**src/rtl/dec_pkg.sv**
```systemverilog
//------------------------------------------------------------------------------
// dec_pkg : shared encodings and helpers for the decision-tree engine
// Rev 1.0
//------------------------------------------------------------------------------
`default_nettype none

package dec_pkg;

  localparam logic [1:0] MODE_FEA   = 2'b00;
  localparam logic [1:0] MODE_THR   = 2'b01;
  localparam logic [1:0] MODE_CHILD = 2'b10;
  localparam logic [1:0] MODE_DATA  = 2'b11;

  typedef enum logic [1:0] {
    IDLE = 2'd0,
    WALK = 2'd1,
    EMIT = 2'd2
  } state_e;

  // The leaf flag is the MSB of a child word.
  function automatic int leaf_bit(input int feat_w);
    return feat_w - 1;
  endfunction

  function automatic int clog2(input int value);
    int r;
    r = 0;
    for (int i = 0; i < 31; i++) begin
      if ((1 << i) < value) r = i + 1;
    end
    return r;
  endfunction

endpackage

`default_nettype wire

```
**src/rtl/dec_node_mem.sv**
```systemverilog
//------------------------------------------------------------------------------
// dec_node_mem : feature-index, threshold and child tables with host write port
// Rev 1.0
//------------------------------------------------------------------------------
`default_nettype none

module dec_node_mem
  import dec_pkg::*;
#(
  parameter int FEAT_W   = 8,
  parameter int NUM_NODE = 11,
  parameter int NODE_AW  = 4,
  parameter int ADDR_W   = 5
) (
  input  logic              clk,
  input  logic              rst,
  input  logic              we_i,
  input  logic [1:0]        mode_i,
  input  logic [ADDR_W-1:0] addr_i,
  input  logic [FEAT_W-1:0] param_i,
  input  logic [NODE_AW-1:0] node_i,
  input  logic [ADDR_W-1:0] slot_i,
  output logic [FEAT_W-1:0] fea_o,
  output logic [FEAT_W-1:0] thr_o,
  output logic [FEAT_W-1:0] child_o
);

  logic [FEAT_W-1:0] fea_q   [NUM_NODE];
  logic [FEAT_W-1:0] thr_q   [NUM_NODE];
  logic [FEAT_W-1:0] child_q [2*NUM_NODE];

  // Address decode by compare: out-of-range writes simply match no entry.
  always_ff @(posedge clk) begin
    if (rst) begin
      for (int i = 0; i < NUM_NODE; i++) begin
        fea_q[i] <= '0;
        thr_q[i] <= '0;
      end
      for (int i = 0; i < 2*NUM_NODE; i++) begin
        child_q[i] <= '0;
      end
    end else if (we_i) begin
      for (int i = 0; i < NUM_NODE; i++) begin
        if (addr_i == ADDR_W'(i)) begin
          if (mode_i == MODE_FEA) fea_q[i] <= param_i;
          if (mode_i == MODE_THR) thr_q[i] <= param_i;
        end
      end
      for (int i = 0; i < 2*NUM_NODE; i++) begin
        if (mode_i == MODE_CHILD && addr_i == ADDR_W'(i)) child_q[i] <= param_i;
      end
    end
  end

  always_comb begin
    fea_o   = '0;
    thr_o   = '0;
    child_o = '0;
    for (int i = 0; i < NUM_NODE; i++) begin
      if (node_i == NODE_AW'(i)) begin
        fea_o = fea_q[i];
        thr_o = thr_q[i];
      end
    end
    for (int i = 0; i < 2*NUM_NODE; i++) begin
      if (slot_i == ADDR_W'(i)) child_o = child_q[i];
    end
  end

endmodule

`default_nettype wire

```
**src/rtl/dec_tree_engine.sv**
```systemverilog
//------------------------------------------------------------------------------
// dec_tree_engine : one-node-per-cycle decision-tree traversal with depth guard
// Rev 1.0
//------------------------------------------------------------------------------
`default_nettype none

module dec_tree_engine
  import dec_pkg::*;
#(
  parameter int NUM_FEATURE = 8,
  parameter int FEAT_W      = 8,
  parameter int NUM_NODE    = 11,
  parameter int CLASS_W     = 1,
  parameter int ID_W        = 12,
  parameter int MAX_DEPTH   = 16,
  localparam int NODE_AW    = clog2(NUM_NODE),
  localparam int ADDR_W     = clog2(2*NUM_NODE)
) (
  input  logic                          clk,
  input  logic                          rst,
  input  logic                          in_valid,
  output logic                          in_ready,
  input  logic [1:0]                    in_mode,
  input  logic [ADDR_W-1:0]             in_addr,
  input  logic [FEAT_W-1:0]             in_param,
  input  logic [NUM_FEATURE*FEAT_W-1:0] in_data,
  input  logic [ID_W-1:0]               in_id,
  output logic                          out_valid,
  input  logic                          out_ready,
  output logic [ID_W-1:0]               out_id,
  output logic [CLASS_W-1:0]            out_class,
  output logic                          out_err
);

  localparam int DEPTH_W  = clog2(MAX_DEPTH + 1);
  localparam int LEAF_BIT = leaf_bit(FEAT_W);

  state_e                          state_q, state_d;
  logic [NODE_AW-1:0]              node_q, node_d;
  logic [DEPTH_W-1:0]              depth_q, depth_d;
  logic [NUM_FEATURE*FEAT_W-1:0]   data_q;
  logic [ID_W-1:0]                 id_q;
  logic                            valid_q, valid_d;
  logic [CLASS_W-1:0]              class_q, class_d;
  logic                            err_q, err_d;

  logic                            xfer_w;
  logic [FEAT_W-1:0]               fea_w, thr_w, child_w, x_w;
  logic                            gt_w;
  logic [ADDR_W-1:0]               slot_w;

  assign in_ready = (state_q == IDLE);
  assign xfer_w   = in_valid && in_ready;

  dec_node_mem #(
    .FEAT_W   (FEAT_W),
    .NUM_NODE (NUM_NODE),
    .NODE_AW  (NODE_AW),
    .ADDR_W   (ADDR_W)
  ) u_mem (
    .clk     (clk),
    .rst     (rst),
    .we_i    (xfer_w && (in_mode != MODE_DATA)),
    .mode_i  (in_mode),
    .addr_i  (in_addr),
    .param_i (in_param),
    .node_i  (node_q),
    .slot_i  (slot_w),
    .fea_o   (fea_w),
    .thr_o   (thr_w),
    .child_o (child_w)
  );

  always_comb begin
    x_w = '0;
    for (int f = 0; f < NUM_FEATURE; f++) begin
      if (fea_w == FEAT_W'(f)) x_w = data_q[f*FEAT_W +: FEAT_W];
    end
  end

  assign gt_w   = (x_w > thr_w);
  assign slot_w = {node_q, gt_w};

  always_comb begin
    state_d = state_q;
    node_d  = node_q;
    depth_d = depth_q;
    valid_d = valid_q;
    class_d = class_q;
    err_d   = err_q;
    case (state_q)
      IDLE: begin
        if (xfer_w && in_mode == MODE_DATA) begin
          state_d = WALK;
          node_d  = '0;
          depth_d = '0;
        end
      end
      WALK: begin
        if (int'(fea_w) >= NUM_FEATURE) begin
          state_d = EMIT;
          class_d = '0;
          err_d   = 1'b1;
        end else if (child_w[LEAF_BIT]) begin
          state_d = EMIT;
          class_d = child_w[CLASS_W-1:0];
          err_d   = 1'b0;
        end else if (int'(child_w[NODE_AW-1:0]) >= NUM_NODE ||
                     depth_q == DEPTH_W'(MAX_DEPTH - 1)) begin
          state_d = EMIT;
          class_d = '0;
          err_d   = 1'b1;
        end else begin
          node_d  = child_w[NODE_AW-1:0];
          depth_d = depth_q + 1'b1;
        end
      end
      EMIT: begin
        // Result flops are loaded on EMIT entry; valid follows one cycle later.
        if (!valid_q) begin
          valid_d = 1'b1;
        end else if (out_ready) begin
          valid_d = 1'b0;
          state_d = IDLE;
        end
      end
      default: state_d = IDLE;
    endcase
  end

  always_ff @(posedge clk) begin
    if (rst) begin
      state_q <= IDLE;
      node_q  <= '0;
      depth_q <= '0;
      data_q  <= '0;
      id_q    <= '0;
      valid_q <= 1'b0;
      class_q <= '0;
      err_q   <= 1'b0;
    end else begin
      state_q <= state_d;
      node_q  <= node_d;
      depth_q <= depth_d;
      valid_q <= valid_d;
      class_q <= class_d;
      err_q   <= err_d;
      if (xfer_w && in_mode == MODE_DATA) begin
        data_q <= in_data;
        id_q   <= in_id;
      end
    end
  end

  assign out_valid = valid_q;
  assign out_id    = id_q;
  assign out_class = class_q;
  assign out_err   = err_q;

endmodule

`default_nettype wire

```
**config.mk**
```make
export PLATFORM = sky130hd
export DESIGN_NAME = dec_tree_engine
export DESIGN_NICKNAME = d
export VERILOG_FILES = /design/src/rtl/dec_pkg.sv /design/src/rtl/dec_node_mem.sv /design/src/rtl/dec_tree_engine.sv
export SDC_FILE = /design/constraint.sdc
export NUM_CORES = 1
export LEC_CHECK = 0
export BUFFER_PORTS_ARGS = -buffer_cell sky130_fd_sc_hd__clkbuf_2
export CORE_MARGIN = 5
export CORE_UTILIZATION = 30
export DETAILED_ROUTE_END_ITERATION = 8
export RECOVER_POWER = 25
export SLEW_MARGIN = 0
export SYNTH_ARGS = -nofsm -noshare
export SYNTH_HDL_FRONTEND = slang
export SYNTH_SLANG_ARGS = --single-unit
```
**constraint.sdc**
```tcl
create_clock -name clk -period 6.38 [get_ports clk]
set_input_delay 0 -clock clk [delete_from_list [all_inputs] [get_ports clk]]
set_output_delay 0 -clock clk [all_outputs]
set_load 0.005 [all_outputs]
```
==> results.toml, run 1 <==
[die]
die_h_microns = 247
num_io_pins = 111
initial_core_util_pct = 30.3
die-width_microns = 247
core_area_sq_um = 55300
dieArea_sq_um = 60800
rows = 86

[worst_setup_path]
reg2reg_depth = 23
r2r_start = "node_q[0]"
cp.depth = 23
worstReg2RegEnd = "depth_q[3]"
crit_chain = "buf_12 > mux4_2 > nand2_1 > o31ai_1 > a21oi_4 > buf_12 > buf_6 > mux4_2 > mux2i_1 > nor2_1 > ha_1 > nor2b_1 > o211ai_1 > and3_4 > nor2_4 > buf_4 > a31oi_4 > a41oi_4 > o31ai_4 > a222oi_1 > or4_4 > or4_1 > a21boi_1"
critPathSlowestCell = "or4_4"
critPathKind = "flip-flop to flip-flop"
cp-end-kind = "flip-flop"
worstSetupStartpointType = "flip-flop"
worst-path-buf-inv = 4
worst_path_dominant_cell_family = "simple AND/OR/NAND/NOR gates"
rrSetupSlack_ns = 0.26
critPathRequiredTime_ns = 6.88
slowest_delay_ns = 0.62
arrival_ns = 6.62
path_max_fanout = 8

[sta]
setup_viol = 0
setup_tns_ns = 0
finClkSkew_ns = 0.0267
finalMaxSlewViolations = 301
finalHoldViolCount = 0
tightest_slew_ns = 3.07
timing.fmax_mhz = 163
fin_crit_sh_pct = 96.0
min_period_ns = 6.12
max_slew_margin_pct = -105

[global_routing]
antenna_found_initial = 2
grt_pass1_vias = 13100
grt_use_total_pct = 15.9
grt_pass1_wl_mm = 75.8
grt_max_degree = 86
overflow = 0

[drt]
postRouteAntennaNets = 0
first_pass_iters = 6
wl_per_cell_microns = 19.2
vias = 13300
routed_wl_mm = 50.1
via_per_inst = 5.10
drtIter0Drc = 1358
drcViolationCount = 0

[synth]
synth.most_common_cell = "nor2_1"
synth_cells = 1613
synth_area_sq_um = 16800
synth_common_cells = "nor2_1, nand2_1, edfxtp_1"
synth_top_area_share_pct = 51.2
synth.avg_cell_area_sq_um = 10.4
syn_nets = 1718
yosysTopAreaCell = "edfxtp_1"
synth_warnings = 0
ys_seq_area_share_pct = 61.9
synth_flop_cell = "edfxtp_1"
synth-seq-cells = 376
synthTopCellsByArea = "edfxtp_1, dfxtp_1, nor2_1, nand2_1, a21oi_1"
synth.distinct_cells = 77
synth_edf_count = 286
synthArstFlopShare_pct = 0

[placement]
portBuffers = 110
dp_cells = 2426
gp_congestion = 0.908
dpl-instance-area_sq_um = 18400
hpwl_mm = 34.0

[finish]
stdcell_count = 2601
multiInputGateArea_sq_um = 6030
synthToLayoutAreaGrowth_pct = 24.0
post-route-cell-area_sq_um = 20800
drive_above_1_share_pct = 15.6
fillers = 5429
nets = 1923
final-seq-area_sq_um = 10400

[power_and_ir_drop]
power.switching_w = 0.00125
power_density_nw_per_um2 = 266
total_power_w = 0.00554
combPwrFrac_pct = 6.6
cellInternalPower_w = 0.00429
power_frac_seq_pct = 49.8
switching_share_pct = 22.5
max-vdd-ir-drop_v = 0.000172
clockPowerShare_pct = 43.7
p_leak_nw = 7.54

[flow_run]
maxCapViolCount = 8

[hold_path]
hold_path_class = "input port to flip-flop"
whs_endpoint = "u_mem.child_q[0][120]"
min_path_cells = 3
min_from = "in_addr[0]"

[clock_tree]
clk_pin_slew_ns = 0.06
clkLatencyLatePin_ns = 0.57
tritoncts = "yes"
htreeDepth = 2
clk_path_buf_depth = 3
root_buffer = "clkbuf_16"
cts_buffers = 42
clock_sinks = 376

[status]
status = "complete, but fails checks"
violations = "capacitance limit, slew limit"
==> worst reg2reg max path, delay by kind of cell (launching register included) <==
kind	cells	cell delay (ns)
AND/OR/NAND/NOR	7	1.79
flip-flops	1	0.39
multiplexers	3	1.18
buffers and inverters	4	0.63
AO/OA/AOI/OAI	8	1.72
adder cells (fa/ha/maj)	1	0.33
==> cells by family after synthesis <==
| family | synth area share [%] |
|---|---|
| compound gates | 11.5 |
| buf+inv | 3.12 |
| mux | 4.79 |
| fa+ha+maj | 0.745 |
| flops | 61.9 |
| simple gates | 17.9 |
==> final cells by class <==
cell class	instances	share of cell area, %
Multi-Input combinational cell	1108	29.0
Antenna cell	2	0.0240
Tap cell	748	4.49
Clock inverter	25	1.21
Timing Repair Buffer	271	9.69
Inverter	19	0.343
Sequential cell	376	49.9
Clock buffer	52	5.33
==> sequential cells by signal, indices dropped and copies added, names as in the netlist <==
| name | flops |
|---|---|
| out_err | 1 |
| out_valid | 1 |
| u_mem.child_q | 110 |
| depth_q | 5 |
| u_mem.fea_q | 88 |
| node_q | 4 |
| out_id | 12 |
| out_class | 1 |
| state_q | 2 |
| u_mem.thr_q | 88 |
| data_q | 64 |
==> layer usage <==
| metal | vias up | share of wire [%] | global-route usage [%] |
|---|---|---|---|
| li1 | 6179 | - | - |
| met4 | 0 | 2.9 | 4.59 |
| met1 | 6432 | 42 | 21.0 |
| met3 | 93 | 7.7 | 3.47 |
| met2 | 562 | 47 | 26.5 |
| met5 | - | 0 | 0 |
==> worst max path at each step <==
stage,startpoint,endpoint
floorplan,node_q[0],node_q[2]
global placement,node_q[0],depth_q[4]
detailed placement,node_q[0],depth_q[4]
CTS,node_q[0],depth_q[4]
global route,node_q[1],depth_q[2]
finish,node_q[0],depth_q[3]
==> power groups by stage <==
stage	Clock, W	Combinational (W)	Sequential [W]
CTS	0.00247	0.000345	0.00275
global route	0.00258	0.000393	0.00276
floorplan	0	0.000179	0.00279
global placement	0	0.000300	0.00280
detailed placement	0	0.000305	0.00280
finish	0.00242	0.000364	0.00275
==> metrics by stage <==
stage / setup WS [ns] / hold WS (ns) / utilization [%]
after floorplan: 0.455 / 0.136 / -
after global routing: -0.0226 / 0.0759 / 37.6
after detailed placement: 0.0150 / 0.228 / 33.2
after CTS: 0.00604 / 0.0328 / 37.1
final: 0.255 / 0.0857 / 37.6
after global placement: 0.104 / 0.229 / 33.2
==> cell usage in the layout (no fill, tap or decap), drive strengths merged, types with 4 or more instances in the layout <==
cell type / Yosys / final
nor2: 323 / 323
nand2: 313 / 313
edfxtp: 286 / 286
clkbuf: 82 / 172
a21oi: 134 / 134
dfxtp: 90 / 90
dlygate4sd3: 0 / 79
buf: 28 / 72
mux2i: 50 / 50
o21ai: 33 / 33
nor3: 28 / 28
inv: 18 / 21
clkinv: 1 / 16
nand3: 14 / 14
o221ai: 12 / 12
o31ai: 11 / 11
a211oi: 10 / 10
mux4: 10 / 10
ha: 10 / 10
a31oi: 10 / 10
a2111oi: 10 / 10
and3: 9 / 9
nand4: 8 / 8
or3: 7 / 7
a222oi: 7 / 7
nand2b: 7 / 7
mux2: 7 / 7
nor2b: 6 / 6
a221oi: 6 / 6
a22o: 6 / 6
a22oi: 6 / 6
bufinv: 0 / 5
or4: 5 / 5
o21a: 5 / 5
nor4: 5 / 5
o211a: 4 / 4
o22ai: 4 / 4
a21boi: 4 / 4
==> what timing repair did <==
action,4_1_cts,5_1_grt
endpoints found under the hold margin,80,0
hold buffers,79,0
pin swaps,0,13
setup endpoints to repair,2,13
gates resized for setup,2,38
gates cloned,0,1
buffers inserted,0,16
Note: power is estimated with default switching activity, not from simulation.
==> run 2: changes to the inputs <==
Clock period 6.38 ns to 7.6 ns, I/O delays scaled along.
==> run 2 against run 1 <==
Against the previous run: the flow still finishes with violations (capacitance limit, slew limit); critical path depth stayed put; core utilization is 0.97 points lower; setup slack better by 0.32 ns; global-route usage is 0.081 points lower; wire length is 0.43% lower; clock skew is 0.012 ns lower; sequential power is 16% lower; non-clock buffer count is 40 lower; design area is 2.6% lower; power is 17% lower; combinational power is 22% lower; clock-buffer cell count is 10 higher; critical path type unchanged; highest routed layer unchanged.
==> results.toml, run 2 (same netlist as run 1, synthesis figures left out) <==
[finish]
layout_commonest_cell = "nor2_1"
multiInputGateArea_sq_um = 5900
final_core_util_pct = 36.7
layout_common_cells = "nor2_1, nand2_1, edfxtp_1"
post-route-cell-area_sq_um = 20300
nets = 1883
synthToLayoutAreaGrowth_pct = 20.8
final-seq-area_sq_um = 10400
reg.largest.list = "u_mem.child_q x110, u_mem.fea_q x88, u_mem.thr_q x88"
regMostFlops = "u_mem.child_q"
largest_register_ffs = 110
drive_above_1_share_pct = 12.4
antenna_cells = 0
fillers = 5437

[worst_setup_path]
cp-end-kind = "flip-flop"
critPathKind = "flip-flop to flip-flop"
r2r_start = "node_q[0]"
arrival_ns = 7.41
worstSetupStartpointType = "flip-flop"
path_max_fanout = 25
rrSetupSlack_ns = 0.58
worstReg2RegEnd = "depth_q[4]"
critPathRequiredTime_ns = 7.99
reg2reg_depth = 23

[die]
die_h_microns = 247
num_io_pins = 111
core_area_sq_um = 55300
die-width_microns = 247
initial_core_util_pct = 30.3
rows = 86
dieArea_sq_um = 60800

[sta]
finalHoldViolCount = 0
setup_viol = 0
timing.fmax_mhz = 142
min_period_ns = 7.02
finalMaxSlewViolations = 182
setup_ws_ns = 0.577
finClkSkew_ns = 0.0147
tightest_slew_ns = 2.82
max_slew_margin_pct = -88.1
fin_crit_sh_pct = 92.4
rsz0062_at_grt = "no"
setup_tns_ns = 0
hold_ws_ns = 0.0321

[drt]
wl_met3_mm = 4.47
wl_per_cell_microns = 19.5
wl_met1_mm = 21.1
drcViolationCount = 0
vias = 13100
first_pass_iters = 5
routed_wl_mm = 49.8
met2_length_mm = 23.1
drtIter0Drc = 1509
via_per_inst = 5.12
postRouteAntennaNets = 0
highest_layer = "met4"

[clock_tree]
post_cts_resized = 0
clk_pin_slew_ns = 0.06
postCtsSetupRepairBufs = 0
htreeDepth = 2
clock_sinks = 376
tritoncts = "yes"
cts_buffers = 42
clk_path_buf_depth = 3
clkLatencyLatePin_ns = 0.56
root_buffer = "clkbuf_16"
postCtsHoldBufs = 81

[global_routing]
antenna_found_initial = 1
grt_pass1_vias = 12900
grt_max_degree = 86
grt_use_total_pct = 15.8
grt_pass1_wl_mm = 75.3
overflow = 0

[power_and_ir_drop]
power_frac_seq_pct = 50.2
power_density_nw_per_um2 = 227
p_leak_nw = 7.28
cellInternalPower_w = 0.00358
max-vdd-ir-drop_v = 0.000141
power.switching_w = 0.00103
clockPowerShare_pct = 43.7
switching_share_pct = 22.3
combPwrFrac_pct = 6.2

[status]
violations = "capacitance limit, slew limit"
status = "complete, but fails checks"

[hold_path]
hold_path_class = "input port to flip-flop"
min_path_cells = 4
min_from = "in_mode[0]"
whs_endpoint = "state_q[0]"

[flow_run]
maxCapViolCount = 5

[placement]
hpwl_mm = 33.5
dpl-instance-area_sq_um = 18200
dp_slack_ns = 0.752
portBuffers = 110
gp_congestion = 0.900
## run 2: per-layer routing
| layer | GRT usage, % | vias up |
|---|---|---|
| li1 | - | 6091 |
| met1 | 21.3 | 6356 |
| met2 | 26.1 | 571 |
| met3 | 3.25 | 71 |
| met4 | 4.45 | 0 |
| met5 | 0 | - |
## run 2: critical path, stage by stage, from the launching register on
cell       delay (ns)
dfxtp_2          0.62
nor2_1           0.15
and3_1           0.46
a222oi_1         0.40
nand2_1          0.15
a21oi_4          0.14
buf_4            0.34
mux4_2           0.58
mux2i_1          0.15
nor2_1           0.05
ha_1             0.30
nor2b_1          0.13
o211ai_1         0.40
nand3_1          0.14
buf_4            0.21
nand2_1          0.25
buf_4            0.36
mux2_1           0.38
a221o_1          0.35
nand3_1          0.13
a211oi_1         0.11
o21a_1           0.31
nor3_2           0.55
a2111oi_1        0.17
## run 2: area by class of cell
| cell class | instances | area share [%] |
|---|---|---|
| Clock buffer | 62 | 6.35 |
| Clock inverter | 12 | 0.376 |
| Inverter | 19 | 0.352 |
| Multi-Input combinational cell | 1108 | 29.1 |
| Sequential cell | 376 | 51.2 |
| Tap cell | 748 | 4.61 |
| Timing Repair Buffer | 231 | 7.98 |
## run 2: worst max path at each step
stage	slack, ns	startpoint	end	cells after the start
after floorplan	1.67	node_q[0]	node_q[2]	25
after global placement	0.91	node_q[0]	depth_q[4]	23
after detailed placement	0.75	node_q[0]	depth_q[4]	23
after CTS	0.69	node_q[0]	depth_q[4]	23
after global routing	0.23	node_q[0]	depth_q[4]	24
final	0.58	node_q[0]	depth_q[4]	23
## run 2: power groups by stage
stage | registers [W] | clock network [W] | logic, W
floorplan | 0.00234 | 0 | 0.000151
global placement | 0.00236 | 0 | 0.000244
detailed placement | 0.00236 | 0 | 0.000249
CTS | 0.00231 | 0.00205 | 0.000282
global route | 0.00232 | 0.00213 | 0.000307
finish | 0.00231 | 0.00201 | 0.000284
## run 2: per-stage QoR
stage	power (W)	instances
2_1_floorplan	0.00249	1613
6_report	0.00461	2556
4_1_cts	0.00464	2556
5_1_grt	0.00475	2556
3_5_place_dp	0.00260	2401
3_3_place_gp	0.00260	2401
==> run 3: changes to the inputs <==
Settings changed: PLACE_DENSITY set to 0.55.
==> run 3 against run 2 <==
Against the previous run: the run still ends with capacitance limit, slew limit left; non-clock buffer count grew 10; core utilization grew 0.070 points; sequential share of layout area shrank 0.098 points; hold slack gained 0.054 ns; die area is the same; combinational power grew 2%; largest cell class unchanged; highest routed layer unchanged.
==> results.toml, run 3 (same netlist as run 1, synthesis figures left out) <==
[worst_setup_path]
crit_path_frequent_cell = "nor2_1"
worst_path_dominant_cell_family = "simple AND/OR/NAND/NOR gates"
arrival_ns = 7.45
critPathSlowestCell = "dfxtp_1"
critPathRequiredTime_ns = 8.02
slowest_delay_ns = 0.68
cp-end-kind = "flip-flop"
cp-startpoint = "node_q[2]"
worstSetupStartpointType = "flip-flop"
cp.depth = 22
rrSetupSlack_ns = 0.57
worst-path-buf-inv = 3
worstSetupEndpoint = "depth_q[4]"
reg2reg_depth = 22
critPathKind = "flip-flop to flip-flop"
worstReg2RegEnd = "depth_q[4]"
path_max_fanout = 16
crit_chain = "inv_2 > or3_1 > nor2_1 > a221oi_1 > nand2_1 > nor2_1 > o21ai_0 > buf_4 > nor2_1 > ha_1 > a211o_1 > a21oi_4 > and3_1 > nor2_2 > buf_4 > a311oi_1 > a41oi_1 > o31ai_2 > a222oi_1 > or4_1 > nor3_2 > a2111oi_1"
r2r_start = "node_q[2]"

[flow_run]
maxCapViolCount = 5

[global_routing]
grt_pass1_wl_mm = 77.0
antenna_found_initial = 0
gr-usage-met1_pct = 21.8
busiest_layer = "met2"
grt_max_degree = 77
grt_pass1_vias = 13100
overflow = 0
met3_usage_pct = 4.09
grt_use_total_pct = 16.3
globalRouteMet2Util_pct = 26.1

[drt]
drtIter0Drc = 1183
first_pass_iters = 6
wl_per_cell_microns = 19.9
via_per_inst = 5.15
vias = 13200
routed_wl_mm = 51.0
postRouteAntennaNets = 0
drcViolationCount = 0

[sta]
finalHoldViolCount = 0
rsz0062_at_grt = "no"
tightest_slew_ns = 2.64
min_period_ns = 7.03
timing.fmax_mhz = 142
finClkSkew_ns = 0.0153
setup_viol = 0
fin_crit_sh_pct = 92.5
setup_tns_ns = 0
finalMaxSlewViolations = 200
hold_ws_ns = 0.0858
setup_ws_ns = 0.572
max_slew_margin_pct = -76.3

[die]
dieArea_sq_um = 60800
rows = 86
core_area_sq_um = 55300
num_io_pins = 111
die_h_microns = 247
die-width_microns = 247
initial_core_util_pct = 30.3

[finish]
layout_common_cells = "nor2_1, nand2_1, edfxtp_1"
fillers = 5491
final-seq-area_sq_um = 10400
layout_commonest_cell = "nor2_1"
multiInputGateArea_sq_um = 5890
synthToLayoutAreaGrowth_pct = 21.1
stdcell_count = 2568
reg.largest.list = "u_mem.child_q x110, u_mem.fea_q x88, u_mem.thr_q x88"
regMostFlops = "u_mem.child_q"
drive_above_1_share_pct = 12.3
largest_register_ffs = 110
nets = 1892
antenna_cells = 0

[power_and_ir_drop]
combPwrFrac_pct = 6.3
power.switching_w = 0.00104
power_density_nw_per_um2 = 224
p_leak_nw = 7.34
cellInternalPower_w = 0.00352
max-vdd-ir-drop_v = 0.000129
switching_share_pct = 22.8
power_frac_seq_pct = 50.8
clockPowerShare_pct = 42.9

[clock_tree]
clock_sinks = 376
post_cts_resized = 0
htreeDepth = 2
cts_buffers = 41
root_buffer = "clkbuf_16"
postCtsSetupRepairBufs = 0
clk_pin_slew_ns = 0.06
clk_path_buf_depth = 3
tritoncts = "yes"
clkLatencyLatePin_ns = 0.57

[status]
violations = "capacitance limit, slew limit"
status = "complete, but fails checks"

[placement]
portBuffers = 110
dp_cells = 2399
gp_congestion = 0.864
dp_slack_ns = 0.668
hpwl_mm = 34.4

[hold_path]
hold_path_class = "input port to flip-flop"
[run 3: cell types whose count changed in the layout (fill, tap and decap cells not counted), sizes merged]
| cell | previous run | this run |
|---|---|---|
| buf | 35 | 33 |
| bufinv | 1 | 3 |
| clkbuf | 177 | 168 |
| clkinv | 11 | 16 |
| clkinvlp | 0 | 3 |
| dlygate4sd3 | 81 | 93 |
| inv | 19 | 20 |
[run 3: power groups by stage]
stage / clock (W) / sequential [W] / combinational, W
final: 0.00195 / 0.00231 / 0.000289
after CTS: 0.00200 / 0.00231 / 0.000289
after global routing: 0.00208 / 0.00232 / 0.000313
after detailed placement: 0 / 0.00236 / 0.000252
after floorplan: 0 / 0.00234 / 0.000151
after global placement: 0 / 0.00236 / 0.000248
[run 3: what timing repair did]
| action | in CTS | in global routing |
|---|---|---|
| endpoints found under the hold margin | 81 | 0 |
| endpoints found under the setup margin | 0 | 0 |
| hold buffers | 93 | 0 |
[run 3: area by class of cell]
type / count / area share [%]
inverter: 19 / 0.351
clock inverter: 23 / 0.911
timing repair buffer: 241 / 8.53
clock buffer: 53 / 5.48
tap: 748 / 4.61
multi-input combinational: 1108 / 29.0
sequential: 376 / 51.1
[run 3: through the flow]
stage | cell area [sq um] | utilization [%] | total power, W
finish | 20300 | 36.7 | 0.00456
global route | 20300 | 36.7 | 0.00471
CTS | 20400 | 36.8 | 0.00460
detailed placement | 18100 | 32.8 | 0.00261
global placement | 18100 | 32.8 | 0.00260
floorplan | 16800 | - | 0.00249
[run 3: how the worst min path moves through the flow]
| stage | slack [ns] | from | cells after the start | to |
|---|---|---|---|---|
| floorplan | 0.14 | in_data[0] | 2 | data_q[0] |
| global placement | 0.23 | in_id[2] | 3 | out_id[2] |
| detailed placement | 0.23 | in_id[0] | 3 | out_id[0] |
| CTS | 0.05 | in_addr[0] | 3 | u_mem.child_q[0][122] |
| global route | 0.11 | in_addr[0] | 3 | u_mem.child_q[0][120] |
| finish | 0.09 | in_addr[0] | 3 | u_mem.child_q[0][122] |
[run 3: worst reg2reg max path: cells and delay by family, from the launching register on]
family          cells  cell delay [ns]
flops               1             0.68
fa+ha+maj           1             0.31
compound gates      9             2.13
buf+inv             3             0.73
simple gates        9             3.06
[run 3: routing by layer]
layer | up-vias | share of wire (%)
met2 | 550 | 45
met1 | 6465 | 43
li1 | 6113 | -
met3 | 106 | 8.4
met4 | 0 | 3.0
met5 | - | 0
